===== src/rtl/imem_pkg.sv =====
// Shared definitions for the instruction-memory loader.
package imem_pkg;

  localparam int unsigned DEPTH_DEF  = 2048;
  localparam int unsigned ADDR_W_DEF = 11;

  typedef enum logic [1:0] {
    IDLE,
    LOAD,
    WRITE,
    RUN
  } ldr_state_e;

endpackage


===== src/rtl/byte_packer.sv =====
// Packs a little-endian byte stream into 32-bit words; first byte lands in [7:0].
module byte_packer (
  input  logic        clk_i,
  input  logic        rst_ni,
  input  logic        clear_i,
  input  logic        push_i,
  input  logic [7:0]  byte_i,
  output logic [31:0] word_o,
  output logic        word_full_o
);

  logic [1:0]  cnt_q, cnt_d;
  logic [31:0] word_q, word_d;

  // word_o includes the byte being pushed this cycle, so the 4th byte's word
  // is complete on the same edge that accepts it.
  always_comb begin
    word_d = word_q;
    cnt_d  = cnt_q;
    if (clear_i) begin
      word_d = '0;
      cnt_d  = '0;
    end else if (push_i) begin
      word_d[{cnt_q, 3'b000} +: 8] = byte_i;
      cnt_d = cnt_q + 2'd1;
    end
  end

  assign word_o      = word_d;
  assign word_full_o = push_i && !clear_i && (cnt_q == 2'd3);

  always_ff @(posedge clk_i or negedge rst_ni) begin
    if (!rst_ni) begin
      cnt_q  <= '0;
      word_q <= '0;
    end else begin
      cnt_q  <= cnt_d;
      word_q <= word_d;
    end
  end

endmodule


===== src/rtl/imem_loader_ctrl.sv =====
// Loads a program byte stream into instruction memory while holding the core in
// reset, then hands the memory read port to the core's fetch path.
module imem_loader_ctrl
  import imem_pkg::*;
#(
  parameter int unsigned DEPTH    = DEPTH_DEF,
  parameter int unsigned ADDR_W   = ADDR_W_DEF,
  parameter bit          BOOT_RUN = 1'b1
) (
  input  logic            i_clk,
  input  logic            i_reset,
  input  logic            i_load_start,
  input  logic [ADDR_W:0] i_len_words,
  input  logic            i_byte_valid,
  input  logic [7:0]      i_byte,
  output logic            o_byte_ready,
  output logic            o_imem_we,
  output logic [31:0]     o_imem_waddr,
  output logic [31:0]     o_imem_wdata,
  input  logic [31:0]     i_cpu_addr,
  output logic [31:0]     o_imem_raddr,
  output logic            o_cpu_rst_n,
  output logic            o_busy,
  output logic            o_done,
  output logic            o_err
);

  localparam logic [ADDR_W:0] DEPTH_W     = (ADDR_W + 1)'(DEPTH);
  localparam logic [ADDR_W:0] ONE_W       = (ADDR_W + 1)'(1);
  localparam ldr_state_e      RESET_STATE = BOOT_RUN ? RUN : IDLE;

  ldr_state_e      state_q;
  logic [ADDR_W:0] len_q;
  logic [ADDR_W:0] word_cnt_q;
  logic [ADDR_W:0] word_inc;
  logic            ready_q;
  logic            we_q;
  logic [31:0]     waddr_q;
  logic [31:0]     wdata_q;
  logic            busy_q;
  logic            done_q;
  logic            err_q;

  logic            start_acc;
  logic            byte_acc;
  logic [31:0]     packed_word;
  logic            word_full;

  assign start_acc = i_load_start && ((state_q == IDLE) || (state_q == RUN));
  // ready_q is only ever high in LOAD, so this is also the LOAD-state accept.
  assign byte_acc  = i_byte_valid && ready_q;
  assign word_inc  = word_cnt_q + ONE_W;

  byte_packer u_byte_packer (
    .clk_i       (i_clk),
    .rst_ni      (i_reset),
    .clear_i     (start_acc),
    .push_i      (byte_acc),
    .byte_i      (i_byte),
    .word_o      (packed_word),
    .word_full_o (word_full)
  );

  always_ff @(posedge i_clk or negedge i_reset) begin
    if (!i_reset) begin
      state_q    <= RESET_STATE;
      len_q      <= '0;
      word_cnt_q <= '0;
      ready_q    <= 1'b0;
      we_q       <= 1'b0;
      waddr_q    <= '0;
      wdata_q    <= '0;
      busy_q     <= 1'b0;
      done_q     <= 1'b0;
      err_q      <= 1'b0;
    end else begin
      we_q   <= 1'b0;
      done_q <= 1'b0;
      unique case (state_q)
        IDLE, RUN: begin
          if (i_load_start) begin
            if (i_len_words > DEPTH_W) begin
              err_q   <= 1'b1;
              state_q <= IDLE;
            end else if (i_len_words == '0) begin
              err_q   <= 1'b0;
              done_q  <= 1'b1;
              state_q <= RUN;
            end else begin
              err_q      <= 1'b0;
              len_q      <= i_len_words;
              word_cnt_q <= '0;
              ready_q    <= 1'b1;
              busy_q     <= 1'b1;
              state_q    <= LOAD;
            end
          end
        end
        LOAD: begin
          if (word_full) begin
            ready_q <= 1'b0;
            we_q    <= 1'b1;
            waddr_q <= 32'(word_cnt_q) << 2;
            wdata_q <= packed_word;
            state_q <= WRITE;
          end
        end
        WRITE: begin
          word_cnt_q <= word_inc;
          if (word_inc == len_q) begin
            done_q  <= 1'b1;
            busy_q  <= 1'b0;
            state_q <= RUN;
          end else begin
            ready_q <= 1'b1;
            state_q <= LOAD;
          end
        end
      endcase
    end
  end

  assign o_byte_ready = ready_q;
  assign o_imem_we    = we_q;
  assign o_imem_waddr = waddr_q;
  assign o_imem_wdata = wdata_q;
  assign o_busy       = busy_q;
  assign o_done       = done_q;
  assign o_err        = err_q;
  assign o_cpu_rst_n  = (state_q == RUN);
  assign o_imem_raddr = (state_q == RUN) ? i_cpu_addr : 32'd0;

endmodule


===== config.mk =====
export PLATFORM = sky130hd
export DESIGN_NAME = imem_loader_ctrl
export DESIGN_NICKNAME = d
export VERILOG_FILES = /design/src/rtl/imem_pkg.sv /design/src/rtl/byte_packer.sv /design/src/rtl/imem_loader_ctrl.sv
export SDC_FILE = /design/constraint.sdc
export NUM_CORES = 1
export LEC_CHECK = 0
export ABC_CLOCK_PERIOD_IN_PS = 3050
export CORE_AREA = 2 2 109 111
export CTS_CLUSTER_DIAMETER = 150
export DETAILED_ROUTE_END_ITERATION = 16
export DIE_AREA = 0 0 111 113
export PLACE_DENSITY = 0.8
export SLEW_MARGIN = 30
export SYNTH_ARGS = -nofsm -noshare
export SYNTH_HDL_FRONTEND = slang
export SYNTH_SLANG_ARGS = --single-unit
export TNS_END_PERCENT = 30

===== constraint.sdc =====
create_clock -name i_clk -period 3.05 [get_ports i_clk]
set_input_delay 0.7625 -clock i_clk [delete_from_list [all_inputs] [get_ports i_clk]]
set_output_delay 0.7625 -clock i_clk [all_outputs]
set_load 0.005 [all_outputs]

=== Word level (Yosys, flattened, before mapping) ===
Index checks and enable logic that the tools add are counted.

* Bits of input ports: 56
* Word-level logic and storage cells: 81
* Bits in registers: 109

* Mux-type cells: 32
* Reduce and logical (&&, ||, !) cells: 18
* Magnitude comparators: 1
* Bitwise operators: 2
* Shift-type cells: 2
* Equality and inequality tests: 11
* $add $sub $neg: 3

{| class="wikitable"
|+ Operators by type and width
! kind !! count
|-
| 32-bit two-way mux || 3
|-
| 12-bit two-way mux || 3
|-
| 32-bit bitwise mux || 1
|-
| 8-bit by 7-bit variable shift with 32-bit output, first input constant || 1
|-
| 8-bit by 7-bit indexed part select with 32-bit output || 1
|-
| 12-bit one-hot mux with 2 select lines || 1
|-
| 2-bit two-way mux || 7
|-
| 1-bit two-way mux || 13
|-
| 12-bit by 1-bit adder with 12-bit output, second input constant || 1
|-
| 12-bit == test || 1
|-
| 12-bit > comparator, second input constant || 1
|-
| 12-bit logical NOT || 1
|-
| 2-bit != test, second input constant || 5
|-
| 5-bit AND reduction || 2
|-
| 4-bit AND reduction || 2
|-
| 5-bit negation with 7-bit output || 1
|-
| 2-bit == test, second input constant || 3
|-
| 2-bit one-hot mux with 3 select lines || 1
|-
| 2-bit AND reduction || 3
|-
| 1-bit logical AND || 4
|-
| 1-bit one-hot mux with 2 select lines || 2
|-
| 2-bit nonzero test || 2
|-
| 1-bit one-hot mux with 3 select lines || 1
|-
| 2-bit by 1-bit adder with 2-bit output, second input constant || 1
|-
| 7 further kinds || 8
|}

=== Longest topological paths before layout ===
* Depth in word-level cells: 8
* Depth in mapped cells: 9
* Gate-level depth less buffers: 8

=== Cells and area by module ===
Synthesis repeated with hierarchy kept, for this count alone.

* Cells, all modules: 468
* Area, all modules: 5584.1 um^2

{| class="wikitable"
|+ By module, submodules not included
! module !! cells each !! times used !! area each (um^2)
|-
| imem_loader_ctrl || 355 || 1 || 4002.6
|-
| byte_packer || 113 || 1 || 1581.5
|}

=== Worst setup path after synthesis ===
OpenSTA, ideal clock, no wires.

* Path type: input -> register
* Start point: in i_len_words[9]
* End point: reg word_cnt_q[10]
* Slack: 0.254 ns
* Cell stages on the path: 7
* Path buffers: 1
* Arrival time: 2.675 ns
* Cell sequence: or4_4 -> or4_4 -> a32oi_4 -> buf_6 -> nor3_1 -> a21o_1 -> a22o_1

* Word-level cells in the longest chain between the ends: 3
* Elaborated cells between the ends (all ways): 5
* Classes of those cells: 1 x order compare; 2 x eq/ne; 2 x reduce/logical

{| class="wikitable"
|+ Ends and longest elaborated chain
! element !! line !! source
|-
| from (decl) || imem_loader_ctrl.sv:13 || <nowiki>input logic [ADDR_W:0] i_len_words,</nowiki>
|-
| 12-bit > comparator or 12-bit logical NOT (tied branches) || imem_loader_ctrl.sv:82, imem_loader_ctrl.sv:85 ||
|-
| 2-bit != test (no source line) || - ||
|-
| 4-bit AND reduction (no source line) (*) || - ||
|-
| to (signal assigned) || imem_loader_ctrl.sv:109 || <nowiki>word_cnt_q <= word_inc;</nowiki>
|-
| to (decl) || imem_loader_ctrl.sv:34 || <nowiki>logic [ADDR_W:0] word_cnt_q;</nowiki>
|}

Every way passes the cells marked *; elsewhere a longest branch is shown, timed or not.
A chain may end at the register's enable or synchronous reset.

=== Final worst setup path ===
* Start point: in i_len_words[1]
* End point: reg word_cnt_q[7]

Same word-level chain as after synthesis.

==> metrics.md <==
| Metric | Value |
|---|---|
| Drt total wl | `13600 um` |
| CP Capture Type | `flip-flop` |
| Highest routed layer | `met4` |
| H-tree depth | `3` |
| GRT Residual Overflow | `0` |
| Met3 wire len | `769 um` |
| CTS Root Cell | `clkbuf_16` |
| Initial DRC count | `207` |
| Synth top area share | `50.1%` |
| Post-CTS Hold Buffers | `0` |
| Core area | `0.0113 sq mm` |
| # port buffers | `137` |
| # Post-CTS Setup Buffers | `0` |
| Post-layout minimum cycle time | `about 3.0 ns` |
| Die area | `~0.013 sq mm` |
| WL met1 | `5550 um` |
| Number of synthesized flops with an enable pin | `0` |
| HPWL Detailed | `10200 um` |
| Ratio of cells with drive above 1 in the final layout | `around 8.6%` |
| Number of vias per cell | `5.40` |
| ANT nets after route | `0` |
| First-pass iteration count of the detailed router | `5` |
| CTS tree | `yes` |
| Main flop type after synthesis | `dfrtp_1` |
| Clock latency on the worst-skew pair | `0.35 ns` |
| Number of CTS-inserted buffers | `9` |
| Slew HR | `57.7%` |
| Final worst-path cycle share | `96.8%` |
| Hold Crit Class | `input pin to async pin` |
| Filler-free cell count of the finished design | `851` |
| Max Clock Freq | `0.339 GHz` |
| DR vias | `~4.6k` |
| Hold Slack | `0.420 ns` |
| WL met2 | `approximately 7000 um` |
| RSZ-0062 raised after global routing | `no` |
| Syn Inst Count | `roughly 570` |
| Number of global-route vias before repair | `4449` |
| Layout area overhead | `34.1%` |
| Synthesis Warnings | `0` |
| Yosys cell types | `50` |
| Post-synth top area cell | `dfrtp_1` |
| Final Hold Vio Count | `0` |
| Syn Area/Cell | `9.41 sq um` |
| Clock transition at path regs | `0.08 ns` |
| Starting Density | `47.4%` |
| CTS Buffer Depth | `2` |
| WP data required | `3.29 ns` |
| Row Count | `39` |
| Post-Place Cells | `roughly 840` |
| Final #Nets | `approximately 770` |
| GR Util All Layers | `21.5%` |
| Crit-path slowest cell | `or4_1` |
| Initial antenna violation count | `0` |
| Status | `finished clean` |
| MaxCap Viol Count | `0` |
| Max VDD drop | `0.377 mV` |
| Slew @ Worst Pin | `approximately 0.63 ns` |
| Area contributors post-synth | `dfrtp_1 50%, nand2_1 7.5%, and2_1 3.7%, o21ai_0 3.6%, buf_4 2.8%` |
| Die Height | `113 um` |
| Worst setup SP type | `input pin` |
| CP Cell Sequence | `clkdlybuf4s50_1 > or4_1 > or4_4 > a32oi_4 > buf_4 > nor3_1 > a21o_1 > a22o_1` |
| RD Place Congestion | `0.884` |
| Largest net degree at the start of global routing | `53` |
| Post-synthesis register bit count | `about 110` |
| Fin Clk Skew | `0.0111 ns` |
| Global-route wire length before repair | `22000 um` |
| Crit path max fanout | `10` |
| Crit path DAT | `3.19 ns` |
| Crit path largest cell delay | `approximately 0.6 ns` |
| Ant diodes | `0` |
| Io pins | `between 150 and 200` |
| Most frequent cells in the layout | `136 x clkdlybuf4s50_1, 107 x nand2_1, 107 x dfrtp_1, 40 x nor2_1, 38 x o21ai_0` |
| Sequential fraction of the synthesis area | `51.1%` |
| Pleak | `3.21 nW` |
| Pwr Density | `between 600 and 700 mW/mm^2` |
| DRC violations left | `0` |
| WL/cell | `between 15 and 20 um` |
| Final setup vio count | `0` |
| Fin. max-slew vios | `0` |
| Num Clock Sinks | `109` |
| Cts repair resizes | `0` |
| Die X | `between 100 and 150 um` |
| Cell area after synthesis | `0.00534 sq mm` |
| Async SR Flop Fraction | `100%` |
| WS Path Type | `input pin to flip-flop` |
| Commonest non-fill, non-tap cell in the layout | `clkdlybuf4s50_1` |
-- final timing paths --
check,from,endpoint,slack [ns],cells past startpoint
hold reg to reg,o_imem_waddr[13],o_imem_waddr[13],0.48,2
max in group asynchronous,i_reset,o_imem_wdata[15],1.92,2
min in group i_clk,o_imem_waddr[13],o_imem_waddr[13],0.48,2
hold / removal,i_reset,o_imem_wdata[24],0.42,1
setup reg to reg,word_cnt_q[3],o_busy,0.48,7
setup / recovery,i_len_words[1],word_cnt_q[7],0.1,8
-- layer usage --
metal | GRT usage, % | up-vias
met3 | 3.80 | 26
met5 | 0 | -
met4 | 6.50 | 0
met1 | 27.0 | 2231
li1 | - | 2176
met2 | 38.2 | 165
-- report_power, final --
group          switching [mW]  internal [mW]
clock                   0.583          0.667
combinational           0.971          0.819
sequential              0.168           1.66
total                    1.72           3.15
-- per-stage QoR --
step                      worst slack (ns)  total power [mW]  cell area [sq um]  setup TNS [ns]  util, %
after detailed placement            -0.278              3.63               6840           -5.59     60.7
after global routing               0.00888              5.15               7170               0     63.6
after global placement              -0.209              3.54               6840           -3.79     60.7
final                               0.0989              4.87               7170               0     63.6
after CTS                           0.0949              4.88               7170               0     63.6
after floorplan                      0.254              2.90               5420               0        -
-- synth_stat cells, types with 3 or more instances --
cell type    n
dfrtp_1    107
nand2_1    107
nor2_1      40
o21ai_0     38
and2_1      32
clkbuf_1    27
nor3_1      24
a21oi_1     22
buf_4       20
mux2_2      13
nand3_1     13
a22o_1      10
ha_1        10
a22oi_1      9
xnor2_1      9
a32oi_1      8
or3_1        8
buf_2        7
a21o_1       6
inv_1        6
xor2_1       6
nand4_1      4
nand2b_1     3
nor2b_1      3
o31ai_1      3
or4_1        3
-- worst max-delay path, delay by kind of cell --
family / cells / cell delay (ns)
AOI/OAI and AO/OA: 3 / 0.61
buffers and inverters: 2 / 0.61
and+or+nand+nor: 3 / 1.19
-- flip-flops by register name, summed over array words and instances, names as in the netlist, 2 cells and up --
register,flops
o_imem_waddr,12
len_q,12
word_cnt_q,12
o_imem_wdata,32
state_q,2
u_byte_packer.cnt_q,2
u_byte_packer.word_q,32
-- layout make-up --
type / instances / area, sq um
clock buffers: 9 / 225
well taps: 143 / 179
multi-input cells: 415 / 2360
flip-flops and latches: 109 / 2730
clock inverters: 7 / 103
inverters: 8 / 30.0
fillers: 928 / 4110
repair buffers: 160 / 1540
-- logic make-up (layout without fill, tap and decap cells) --
logic type	count (synthesis)	in the layout	synth area share [%]
adders and majority gates	10	10	2.34
DFF	109	109	51.1
and+or+nand+nor	248	248	21.7
muxes	14	14	2.93
buffers and inverters	63	184	6.13
xor gates and xnor gates	15	15	2.46
other	1	20	0.0702
AOI/OAI and AO/OA	108	108	13.3
(Power assumes the default switching activity.)
